[src/rtl/qsys_serial_endpoint.sv]
// Far-end endpoint of the Qsys serial link. It collects a 65-bit command frame, runs one
// local register-bus access, and shifts a 32-bit response back to the bridge.
module qsys_serial_endpoint #(
  parameter int          ADDR_W     = 8,
  parameter int          LB_TIMEOUT = 255,
  parameter logic [31:0] ERR_DATA   = 32'hDEAD_BEEF
) (
  input  logic              csi_MCLK_clk,
  input  logic              rsi_MRST_reset,
  input  logic              ser_le,
  input  logic              ser_din,
  output logic              ser_dout,
  output logic              ser_rdy,
  output logic [ADDR_W-1:0] lb_address,
  output logic [31:0]       lb_writedata,
  output logic              lb_write,
  output logic              lb_read,
  input  logic [31:0]       lb_readdata,
  input  logic              lb_waitrequest,
  output logic [7:0]        err_count
);

  typedef enum logic [2:0] {IDLE, SHIFT_IN, EXEC, RESP, GAP} state_t;

  localparam logic [15:0] WAIT_LAST = 16'(LB_TIMEOUT - 1);

  state_t              state_q, state_d;
  logic [64:0]         shreg_q, shreg_d;
  logic [6:0]          bitcnt_q, bitcnt_d;
  logic [15:0]         waitcnt_q, waitcnt_d;
  logic [31:0]         resp_q, resp_d;
  logic [5:0]          respidx_q, respidx_d;
  logic                le_q;
  logic                drop_q, drop_d;
  logic [7:0]          err_count_d;
  logic                ser_dout_d, ser_rdy_d;
  logic [ADDR_W-1:0]   lb_address_d;
  logic [31:0]         lb_writedata_d;
  logic                lb_write_d, lb_read_d;
  logic [1:0]          err_inc;
  logic [8:0]          err_sum;
  logic                busy_rise;

  if (ADDR_W < 32) begin : g_addr_hi
    logic unused_addr_hi;
    assign unused_addr_hi = ^shreg_q[63:32+ADDR_W];
  end

  always_ff @(posedge csi_MCLK_clk or posedge rsi_MRST_reset) begin
    if (rsi_MRST_reset) begin
      state_q      <= IDLE;
      shreg_q      <= '0;
      bitcnt_q     <= '0;
      waitcnt_q    <= '0;
      resp_q       <= '0;
      respidx_q    <= '0;
      le_q         <= 1'b0;
      drop_q       <= 1'b0;
      err_count    <= '0;
      ser_dout     <= 1'b0;
      ser_rdy      <= 1'b0;
      lb_address   <= '0;
      lb_writedata <= '0;
      lb_write     <= 1'b0;
      lb_read      <= 1'b0;
    end else begin
      state_q      <= state_d;
      shreg_q      <= shreg_d;
      bitcnt_q     <= bitcnt_d;
      waitcnt_q    <= waitcnt_d;
      resp_q       <= resp_d;
      respidx_q    <= respidx_d;
      le_q         <= ser_le;
      drop_q       <= drop_d;
      err_count    <= err_count_d;
      ser_dout     <= ser_dout_d;
      ser_rdy      <= ser_rdy_d;
      lb_address   <= lb_address_d;
      lb_writedata <= lb_writedata_d;
      lb_write     <= lb_write_d;
      lb_read      <= lb_read_d;
    end
  end

  // A burst that starts while busy is counted once and then shut out until ser_le drops,
  // so its tail cannot be mistaken for a new frame once we are back in IDLE.
  always_comb begin
    state_d        = state_q;
    shreg_d        = shreg_q;
    bitcnt_d       = bitcnt_q;
    waitcnt_d      = waitcnt_q;
    resp_d         = resp_q;
    respidx_d      = respidx_q;
    ser_dout_d     = ser_dout;
    ser_rdy_d      = ser_rdy;
    lb_address_d   = lb_address;
    lb_writedata_d = lb_writedata;
    lb_write_d     = lb_write;
    lb_read_d      = lb_read;
    err_inc        = 2'd0;
    drop_d         = drop_q & ser_le;
    busy_rise      = ser_le & ~le_q &
                     ((state_q == EXEC) | (state_q == RESP) | (state_q == GAP));

    if (busy_rise) begin
      err_inc = err_inc + 2'd1;
      drop_d  = 1'b1;
    end

    case (state_q)
      IDLE: begin
        if (ser_le && !drop_q) begin
          shreg_d  = {64'b0, ser_din};
          bitcnt_d = 7'd1;
          state_d  = SHIFT_IN;
        end
      end
      SHIFT_IN: begin
        if (ser_le) begin
          shreg_d = {shreg_q[63:0], ser_din};
          if (bitcnt_q != 7'd127) bitcnt_d = bitcnt_q + 7'd1;
        end else if (bitcnt_q == 7'd65) begin
          lb_address_d   = shreg_q[ADDR_W+31:32];
          lb_writedata_d = shreg_q[31:0];
          lb_write_d     = shreg_q[64];
          lb_read_d      = ~shreg_q[64];
          waitcnt_d      = '0;
          state_d        = EXEC;
        end else begin
          err_inc = err_inc + 2'd1;
          state_d = IDLE;
        end
      end
      EXEC: begin
        // Completion takes priority over a timeout landing on the same edge.
        if (!lb_waitrequest) begin
          resp_d     = lb_read ? lb_readdata : 32'h0;
          lb_write_d = 1'b0;
          lb_read_d  = 1'b0;
          respidx_d  = '0;
          state_d    = RESP;
        end else if (waitcnt_q == WAIT_LAST) begin
          resp_d     = ERR_DATA;
          lb_write_d = 1'b0;
          lb_read_d  = 1'b0;
          respidx_d  = '0;
          err_inc    = err_inc + 2'd1;
          state_d    = RESP;
        end else begin
          waitcnt_d = waitcnt_q + 16'd1;
        end
      end
      RESP: begin
        respidx_d = respidx_q + 6'd1;
        if (respidx_q == 6'd33) begin
          ser_rdy_d  = 1'b0;
          ser_dout_d = 1'b0;
          state_d    = GAP;
        end else if (respidx_q == 6'd0) begin
          ser_rdy_d  = 1'b1;
          ser_dout_d = 1'b0;
        end else begin
          ser_rdy_d  = 1'b1;
          ser_dout_d = resp_q[31];
          resp_d     = {resp_q[30:0], 1'b0};
        end
      end
      GAP: begin
        ser_rdy_d  = 1'b0;
        ser_dout_d = 1'b0;
        state_d    = IDLE;
      end
      default: state_d = IDLE;
    endcase

    err_sum     = {1'b0, err_count} + {7'b0, err_inc};
    err_count_d = err_sum[8] ? 8'hFF : err_sum[7:0];
  end

endmodule

[config.mk]
export PLATFORM = sky130hd
export DESIGN_NAME = qsys_serial_endpoint
export DESIGN_NICKNAME = d
export VERILOG_FILES = /design/src/rtl/qsys_serial_endpoint.sv
export SDC_FILE = /design/constraint.sdc
export NUM_CORES = 1
export LEC_CHECK = 0
export BUFFER_PORTS_ARGS = -buffer_cell sky130_fd_sc_hd__buf_2
export CAP_MARGIN = 15
export CORE_MARGIN = 1
export CORE_UTILIZATION = 55
export CTS_CLUSTER_DIAMETER = 200
export DETAILED_ROUTE_END_ITERATION = 10
export PLACE_DENSITY = 0.78
export SYNTH_ARGS = -nofsm -noshare
export SYNTH_HDL_FRONTEND = slang
export SYNTH_SLANG_ARGS = --single-unit
[constraint.sdc]
create_clock -name csi_MCLK_clk -period 9.4 [get_ports csi_MCLK_clk]
set_input_delay 1.88 -clock csi_MCLK_clk [delete_from_list [all_inputs] [get_ports csi_MCLK_clk]]
set_output_delay 1.88 -clock csi_MCLK_clk [all_outputs]
set_load 0.1 [all_outputs]
==> run summary, run 1 <==
Final ANT Viol Nets - 0
Initial antenna violation count - 0
TritonRoute pass-1 iters - 4
Final setup fails - 0
Clock Latency Late Sink - 0.43 ns
Die height - 127 um
Clock Skews - 0.00791 ns
Top cell type's share of synthesized area - 53.4%
CP Data Required Time - 9.76 ns
Post-synth ARST share - 100%
Post-CTS Setup Inserts - 0
Top cells by area, synth - dfrtp_1, nand2_1, mux2_4
Multi-input logic area - 3650 sq um
Initial Utilization - 56.4%
Cell count after synthesis - 915
Sum Neg Setup Slack - 0 ns
Yosys warnings - 0
Dominant cell type by area after synthesis - dfrtp_1
Post-route DRC - 0
Final Hold Fails - 0
Routed len/inst - 14.7 um
HPWL after DPL - 10.3 mm
Peak supply drop - 148 uV
Register Area - 4580 sq um
Static Leakage - 4.73 nW
Synth cell types - 62
Post-layout min period - 4.18 ns
Post-Syn Area - 8580 sq um
Flops & latches, synth - 183
Max_slew headroom - 28.0%
PnR Total Power - 2.42 mW
Max_cap viols - 0
Hold-fix buffers, CTS - 0
Critical path peak fanout - 28
Via density - 5.53
Crit share post-route - 44.5%
Diode count - 0
Clock-pin slew on the worst setup and hold paths - 0.07 ns
Most used flip-flop cell after synthesis - dfrtp_1
Total Wirelength - 17.2 mm
# port buffers - 88
Post-synth EDFFs - 0
Core ar. - 15200 sq um
Worst-Margin Slew - 1.08 ns
Vias in the first global route - 6082
Initial DRC count - 450
Fmax - 239 MHz
Via count - 6473
First-pass GRT wire length - 29.1 mm
Maximum clock path buffer count - 2
Register area share after synthesis - 53.4%
Die W - 127 um
Die area - 16100 sq um
CP Class - in2reg
Cts repair resizes - 0
Power per cell area - 252 nW/um^2
Largest net degree at the start of global routing - 135
Sink Count - 183
Worst min path class - reg2reg
Share of layout cells above drive strength 1 - 17.4%
Congestion Overflow GR - 0
Setup crit end kind - flip-flop
RSZ-0062 raised after global routing - no
Outcome - completed
Max-slew violations - 0
Total track usage - 22.6%
Fill cells - 1234
Max H-tree Level - 4
Root Buffer - clkbuf_16
TritonCTS buffer count - 17
Area Overhead vs Synth - 12.3%
Placer Congestion - 0.802
Rows - 45
Net Count, Synth - 964
I/O Pins - 89
CP Launch Type - input port
Syn avg cell area - 9.38 sq um
TritonCTS clock tree - yes
Layout Nets - 1019
Crit path arrival time - 4.54 ns
-- cell families (layout without fill, tap and decap cells) --
group	Yosys count	in the layout	synth area share, %
and+or+nand+nor	401	401	21.0
muxes	36	36	5.95
AOI/OAI and AO/OA	197	197	13.2
DFF	183	183	53.4
buffers and inverters	82	150	4.30
xor gates and xnor gates	4	4	0.408
adders and majority gates	12	12	1.84
-- synthesized netlist by cell type (3+ instances only) --
cell type    n
nand3_1     21
and3_1       8
a22o_1       3
o21ai_0     82
a41oi_1      4
clkbuf_1    26
nand2_1    268
inv_1       23
nor2b_1      4
ha_1        11
nor3_1      13
buf_2       22
nand2b_1     4
nor4_1       3
dfrtp_1    183
buf_1        5
a22oi_1      3
and2_1       5
xor2_1       4
nor2_1      40
mux2i_1      3
a211oi_1     4
nor3b_1      3
o21ai_1      5
a21oi_1     64
and4_1       4
mux2_4      29
nand4_1      9
buf_6        4
o31ai_1      6
a31oi_1      7
-- area by class of cell --
class / instances / area share (%)
Tap cell: 188 / 2.44
Clock inverter: 13 / 1.44
Clock buffer: 19 / 4.70
Sequential cell: 183 / 47.5
Multi-Input combinational cell: 650 / 37.9
Inverter: 24 / 0.987
Timing Repair Buffer: 94 / 5.04
-- stage by stage --
stage | setup WS, ns | instances | hold WS (ns) | util, % | area [sq um]
finish | 5.22 | 1171 | 0.471 | 63.4 | 9640
global route | 4.94 | 1171 | 0.492 | 63.4 | 9640
CTS | 5.23 | 1171 | 0.475 | 63.4 | 9640
detailed placement | 4.78 | 1139 | 0.456 | 59.5 | 9050
global placement | 4.92 | 1139 | 0.456 | 59.5 | 9050
floorplan | 2.55 | 915 | 0.449 | - | 8580
-- worst max-delay path, cell delays in order --
cell and delay (ns):
buf_2 0.41, and2_1 0.55, a22oi_1 0.16, o21ai_0 0.14, ha_1 0.21, inv_1 0.05
fa_1 0.40, nand2b_1 0.18, nor2_1 0.19, nand3_1 0.22, nand2b_1 0.13
-- sequential cells by signal, indices dropped and copies added, names as in the netlist, 3 cells and up --
name          flops
waitcnt_q        16
respidx_q         6
bitcnt_q          7
lb_writedata     32
shreg_q          65
lb_address        8
state_q           3
resp_q           32
err_count         8
-- metal layers --
metal | GRT usage (%) | vias up | share of wire, %
li1 | - | 3218 | -
met3 | 4.47 | 18 | 3.2
met5 | 0 | - | 0
met1 | 31.4 | 3122 | 48
met4 | 7.63 | 0 | 1.4
met2 | 35.8 | 115 | 47
-- cells in the final DEF (no fill, tap or decap), types with 3 or more instances in the layout --
cell and n:
inv_6 3, nor4_1 3, buf_4 6, clkbuf_16 17, nor3b_1 3, clkinvlp_4 3
nand4_1 9, nor3_1 13, nand3_1 21, a21oi_1 64, nand2b_1 4, a22oi_1 3
ha_1 11, a22o_1 3, inv_1 22, and4_1 3, nor2_1 40, xor2_1 4
inv_8 3, o31ai_1 6, dfrtp_1 183, and3_1 8, and2_1 5, a31oi_1 7
mux2_4 29, o21ai_1 4, nand2_1 268, mux2i_1 3, o21ai_0 82, nor2b_1 4
a211oi_1 4, a41oi_1 4, buf_2 88
-- path summary, 6_finish.rpt --
path                                      start         endpoint  cells past startpoint  slack, ns
worst max-delay path             lb_waitrequest     err_count[0]                     11       5.22
worst min-delay path            lb_writedata[3]  lb_writedata[3]                      2       0.47
worst max register to register       state_q[1]     err_count[0]                     13       5.80
worst min register to register  lb_writedata[3]  lb_writedata[3]                      2       0.47
max in group asynchronous        rsi_MRST_reset    waitcnt_q[15]                      3       6.21
min in group asynchronous        rsi_MRST_reset    lb_address[0]                      2       1.68
-- power breakdown --
part	internal, mW	switching [mW]	total (mW)
registers	0.906	0.121	1.03
logic	0.249	0.436	0.685
clock network	0.388	0.324	0.712
total	1.54	0.882	2.42
Note: power is estimated with default switching activity, not from simulation.
==> run 2, diff against run 1 <==
--- a/config.mk
+++ b/config.mk
@@ -5,13 +5,14 @@
 export SDC_FILE = /design/constraint.sdc
 export NUM_CORES = 1
 export LEC_CHECK = 0
+export ABC_AREA = 1
 export BUFFER_PORTS_ARGS = -buffer_cell sky130_fd_sc_hd__buf_2
 export CAP_MARGIN = 15
 export CORE_MARGIN = 1
-export CORE_UTILIZATION = 55
+export CORE_UTILIZATION = 53
 export CTS_CLUSTER_DIAMETER = 200
 export DETAILED_ROUTE_END_ITERATION = 10
-export PLACE_DENSITY = 0.78
+export PLACE_DENSITY = 0.79
 export SYNTH_ARGS = -nofsm -noshare
 export SYNTH_HDL_FRONTEND = slang
 export SYNTH_SLANG_ARGS = --single-unit
==> constraint.sdc (replaced) <==
create_clock -name csi_MCLK_clk -period 3.7 [get_ports csi_MCLK_clk]
set_input_delay 0.74 -clock csi_MCLK_clk [delete_from_list [all_inputs] [get_ports csi_MCLK_clk]]
set_output_delay 0.74 -clock csi_MCLK_clk [all_outputs]
set_load 0.1 [all_outputs]
==> run 2 against run 1 <==
Effect of this change:
- first-iteration DRC count rose by 57%
- die area is 4.2% higher
- setup slack got worse by 4.5 ns
- cell area rose by 2.0%
==> run summary, run 2 <==
Outcome - completed
Post-synth ARST share - 100%
Comb pwr share - 21.0%
Area Overhead vs Synth - 14.0%
Via count - 7443
Clock Skews - 0.00914 ns
Largest net degree at the start of global routing - 77
Critical path peak fanout - 7
Syn avg cell area - 7.84 sq um
Die W - 130 um
Cell-internal power - 3.16 mW
Most used flip-flop cell after synthesis - dfrtp_1
Post-route DRC - 0
Largest registers - shreg_q (65), lb_writedata (32), resp_q (32)
Post-layout min period - 3.03 ns
Post-synth EDFFs - 0
Layout Nets - 1212
Dominant cell type by area after synthesis - dfrtp_1
Congestion Overflow GR - 0
Max_slew headroom - 30.4%
Hold-fix buffers, CTS - 0
Final ANT Viol Nets - 0
Setup crit end kind - flip-flop
Initial DRC count - 707
Register Area - 4580 sq um
Rows - 46
Diode count - 0
Top cell type's share of synthesized area - 53.1%
# port buffers - 88
Total Wirelength - 19.1 mm
Top cells by area, synth - dfrtp_1, nand2_1, nand3_1
HPWL after DPL - 11.9 mm
Max-slew violations - 0
Worst-Margin Slew - 1.04 ns
Peak supply drop - 464 uV
Max H-tree Level - 4
I/O Pins - 89
Crit path arrival time - 3.38 ns
Switching share of power - 36.2%
Share of layout cells above drive strength 1 - 12.9%
Number of flip-flops in the largest register - 65
Die area - 16800 sq um
TritonRoute pass-1 iters - 5
Routed len/inst - 13.7 um
CP Launch Type - flip-flop
First-pass GRT wire length - 31.9 mm
Via density - 5.35
Largest Register - shreg_q
Fmax - 330 MHz
Sink Count - 183
Net Count, Synth - 1149
Final Hold Fails - 0
Most common cell after layout, fill and taps aside - nand2_1
Sequential share of power - 43.3%
Static Leakage - 5.52 nW
Cell count after synthesis - 1100
Synth top cells by count - nand2_1, dfrtp_1, nand3_1
Cts repair resizes - 0
Placed cells - 1360
TritonCTS buffer count - 17
Clk pwr share - 35.7%
Multi-input logic area - 3580 sq um
RSZ-0062 raised after global routing - no
Initial antenna violation count - 0
Synth cell types - 26
Vias in the first global route - 6889
Final std cells w/o fill - 1392
Maximum clock path buffer count - 2
Flops & latches, synth - 183
Register area share after synthesis - 53.1%
Sum Neg Setup Slack - 0 ns
Post-Syn Area - 8620 sq um
Commonest cells after routing, fill and taps aside - nand2_1, dfrtp_1, nand3_1, buf_2, inv_1
Fill cells - 1375
Power per cell area - 504 nW/um^2
Total track usage - 24.1%
CP Data Required Time - 4.06 ns
Initial Utilization - 54.3%
Clock-pin slew on the worst setup and hold paths - 0.07 ns
TritonCTS clock tree - yes
Yosys warnings - 0
Placer Congestion - 0.872
Finished Core Util - 61.9%
CP Class - reg2reg
Clock Latency Late Sink - 0.44 ns
Core ar. - 15900 sq um
Worst min path class - in2reg
Max_cap viols - 0
Post-CTS Setup Inserts - 0
Most frequent cell after synthesis - nand2_1
P_sw - 1.79 mW
Die height - 130 um
Reg2Reg Setup Slack - 0.67 ns
Final setup fails - 0
Crit share post-route - 81.8%
Root Buffer - clkbuf_16
-- run 2: cells by family (layout without fill, tap and decap cells) --
| group | count (synthesis) | after routing | synth area share (%) |
|---|---|---|---|
| and+or+nand+nor | 700 | 700 | 34.2 |
| adders and majority gates | 12 | 12 | 1.83 |
| buffers and inverters | 119 | 195 | 5.53 |
| DFF | 183 | 183 | 53.1 |
| AOI/OAI and AO/OA | 80 | 80 | 4.74 |
| xor gates and xnor gates | 6 | 6 | 0.609 |
-- run 2: power by group through the flow --
stage	Clock (mW)	Sequential (mW)	Combinational, mW
floorplan	0	2.39	0.628
global placement	0	2.18	1.03
detailed placement	0	2.18	1.05
CTS	1.80	2.14	1.04
global route	1.87	2.16	1.13
finish	1.77	2.14	1.04
-- run 2: stage by stage --
| step | total power, mW | setup slack, ns | hold WS (ns) | area (sq um) |
|---|---|---|---|---|
| finish | 4.95 | 0.673 | 0.468 | 9830 |
| global route | 5.16 | 0.387 | 0.454 | 9830 |
| global placement | 3.21 | 0.638 | 0.452 | 9250 |
| detailed placement | 3.23 | 0.493 | 0.454 | 9250 |
| floorplan | 3.02 | 0.609 | 0.442 | 8630 |
| CTS | 4.98 | 0.633 | 0.449 | 9830 |
-- run 2: routing by layer --
layer | part of all wire (%) | up-vias | track usage, %
li1 | - | 3666 | -
met1 | 46 | 3573 | 33.3
met2 | 47 | 173 | 38.1
met3 | 4.4 | 31 | 4.25
met4 | 1.8 | 0 | 9.17
met5 | 0 | - | 0
-- run 2: layout make-up --
type,instances,area share [%]
Clock inverter,15,1.60
Multi-Input combinational cell,798,36.5
Timing Repair Buffer,105,6.03
Sequential cell,183,46.6
Tap cell,216,2.75
Clock buffer,17,4.33
Inverter,58,2.25
-- run 2: worst max-delay path, cell delays in order (launching register included) --
cell and delay [ns]:
dfrtp_1 0.41, inv_1 0.09, ha_1 0.14, nand2_1 0.07, nor4_1 0.43, ha_1 0.19
nand2_1 0.05, o211ai_1 0.10, ha_1 0.19, inv_1 0.06, fa_1 0.40, nor3_1 0.27
nand2_1 0.10, inv_1 0.09, nand3_1 0.20, o21ai_0 0.14
-- run 2: worst paths after layout --
path	from	to	cells past startpoint
max	waitcnt_q[0]	err_count[4]	15
min	ser_le	le_q	1
max reg2reg	waitcnt_q[0]	err_count[4]	15
min reg2reg	lb_writedata[0]	lb_writedata[0]	2
max in group asynchronous	rsi_MRST_reset	lb_writedata[24]	3
min in group asynchronous	rsi_MRST_reset	shreg_q[43]	2
==> run 3, diff against run 2 <==
==> constraint.sdc (replaced) <==
create_clock -name csi_MCLK_clk -period 2.6 [get_ports csi_MCLK_clk]
set_input_delay 0.52 -clock csi_MCLK_clk [delete_from_list [all_inputs] [get_ports csi_MCLK_clk]]
set_output_delay 0.52 -clock csi_MCLK_clk [all_outputs]
set_load 0.1 [all_outputs]
==> run 3 against run 2 <==
Effect of this change:
- the run now ends with setup timing left
- via count rose by 4.0%
- clock skew rose by 0.00062 ns
- critical path depth fell by 1
- critical path type unchanged
- critical endpoint unchanged
==> run summary, run 3 (same netlist as run 2, synthesis figures left out) <==
Failing checks - setup timing
Sink Count - 183
First-pass GRT wire length - 33.0 mm
I/O Pins - 89
Outcome - finished, violations left
Vias in the first global route - 7149
Largest registers - shreg_q (65), lb_writedata (32), resp_q (32)
Post-place setup slack - -0.278 ns
Maximum clock path buffer count - 2
Rows - 46
Largest net degree at the start of global routing - 124
RSZ-0062 raised after global routing - yes
Min Hold Slack - 0.252 ns
Most common cell after layout, fill and taps aside - nand2_1
Static Leakage - 5.88 nW
TritonCTS buffer count - 17
Clock Latency Late Sink - 0.43 ns
Crit path arrival time - 3.03 ns
Max_slew headroom - 48.8%
Share of layout cells above drive strength 1 - 19.3%
Layout Nets - 1277
Die height - 130 um
Worst setup margin - -0.0853 ns
Die W - 130 um
Setup crit end kind - flip-flop
Core ar. - 15900 sq um
Crit-path max cell delay - 0.40 ns
Post-route DRC - 0
Final setup fails - 8
Congestion Overflow GR - 0
TritonRoute pass-1 iters - 4
Initial antenna violation count - 0
CP Data Required Time - 2.94 ns
Slowest library cell on the worst path - dfrtp_1
Initial Utilization - 54.3%
Placer Congestion - 0.838
Crit share post-route - 103%
Max H-tree Level - 4
HPWL after DPL - 12.0 mm
Most frequent cell on the critical path - inv_2
Worst-Margin Slew - 0.769 ns
PnR Total Power - 7.42 mW
Total Wirelength - 20.1 mm
Reg2Reg Setup Slack - -0.09 ns
Die area - 16800 sq um
Fmax - 372 MHz
Via count - 7738
Largest Register - shreg_q
CP Launch Type - flip-flop
Routed len/inst - 13.8 um
Power per cell area - 708 nW/um^2
Number of flip-flops in the largest register - 65
Post-layout min period - 2.69 ns
Final ANT Viol Nets - 0
Crit path cell chain - inv_2 -> nand4_1 -> nor4_4 -> ha_1 -> nand2_1 -> o211ai_1 -> ha_2 -> inv_2 -> fa_2 -> nor3_4 -> nand2_2 -> inv_2 -> nand3_4 -> o21ai_0
Area Overhead vs Synth - 21.4%
Diode count - 0
Clock-pin slew on the worst setup and hold paths - 0.07 ns
Max_cap viols - 0
Peak supply drop - 434 uV
Initial DRC count - 561
Max-slew violations - 0
TritonCTS clock tree - yes
Commonest cells after routing, fill and taps aside - nand2_1, dfrtp_1, nand3_1, buf_2, buf_4
# port buffers - 88
Total track usage - 24.7%
Root Buffer - clkbuf_16
Clock Skews - 0.00976 ns
Sum Neg Setup Slack - -0.429 ns
Final Hold Fails - 0
CP Class - reg2reg
Via density - 5.31
Critical path peak fanout - 7
Worst min path class - in2async
Fill cells - 1297
-- run 3: area by class of cell --
class	instances	area, sq um	share of cell area, %
sequential	183	4580	43.7
multi-input combinational	798	3690	35.3
timing repair buffer	170	1100	10.6
clock buffer	19	443	4.23
tap	216	270	2.58
inverter	58	221	2.12
clock inverter	13	156	1.49
-- run 3: power breakdown --
group | total [mW] | leakage, nW | switching, mW | internal, mW
registers | 3.04 | 2.51 | 0.0906 | 2.95
logic | 1.76 | 3.09 | 1.30 | 0.455
clock network | 2.62 | 0.288 | 1.15 | 1.47
-- run 3: path summary, 6_finish.rpt --
| path | from | to | cells after the start |
|---|---|---|---|
| hold / removal | rsi_MRST_reset | shreg_q[2] | 3 |
| min in group csi_MCLK_clk | ser_din | shreg_q[0] | 3 |
| max in group asynchronous | rsi_MRST_reset | resp_q[11] | 3 |
| hold reg to reg | lb_writedata[14] | lb_writedata[14] | 2 |
| setup / recovery | waitcnt_q[8] | err_count[4] | 14 |
| setup reg to reg | waitcnt_q[8] | err_count[4] | 14 |
-- run 3: what timing repair did --
item / 4_1_cts / 5_1_grt
hold buffers: 0 / 0
setup endpoints to repair: 8 / 24
pin swaps: 9 / 16
buffers inserted: 20 / 4
resized for setup: 13 / 21
-- run 3: critical path, delay by kind of cell (launching register included) --
family / cells / cell delay, ns
and+or+nand+nor: 6 / 1.00
adders and majority gates: 3 / 0.76
DFF: 1 / 0.40
AOI/OAI and AO/OA: 2 / 0.24
buffers and inverters: 3 / 0.19
-- run 3: through the flow --
stage / instance area [sq um] / cells / util (%)
3_3_place_gp: 9600 / 1404 / 60.4
3_5_place_dp: 9600 / 1404 / 60.4
4_1_cts: 10400 / 1456 / 65.4
6_report: 10500 / 1457 / 65.9
5_1_grt: 10500 / 1457 / 65.9
2_1_floorplan: 8630 / 1100 / -
-- run 3: routing by layer --
| metal | share of wire [%] | vias to the layer above | GRT usage, % |
|---|---|---|---|
| li1 | - | 3807 | - |
| met1 | 44 | 3693 | 32.7 |
| met2 | 50 | 205 | 41.5 |
| met3 | 4.1 | 33 | 3.88 |
| met4 | 1.6 | 0 | 8.21 |
| met5 | 0 | - | 0 |
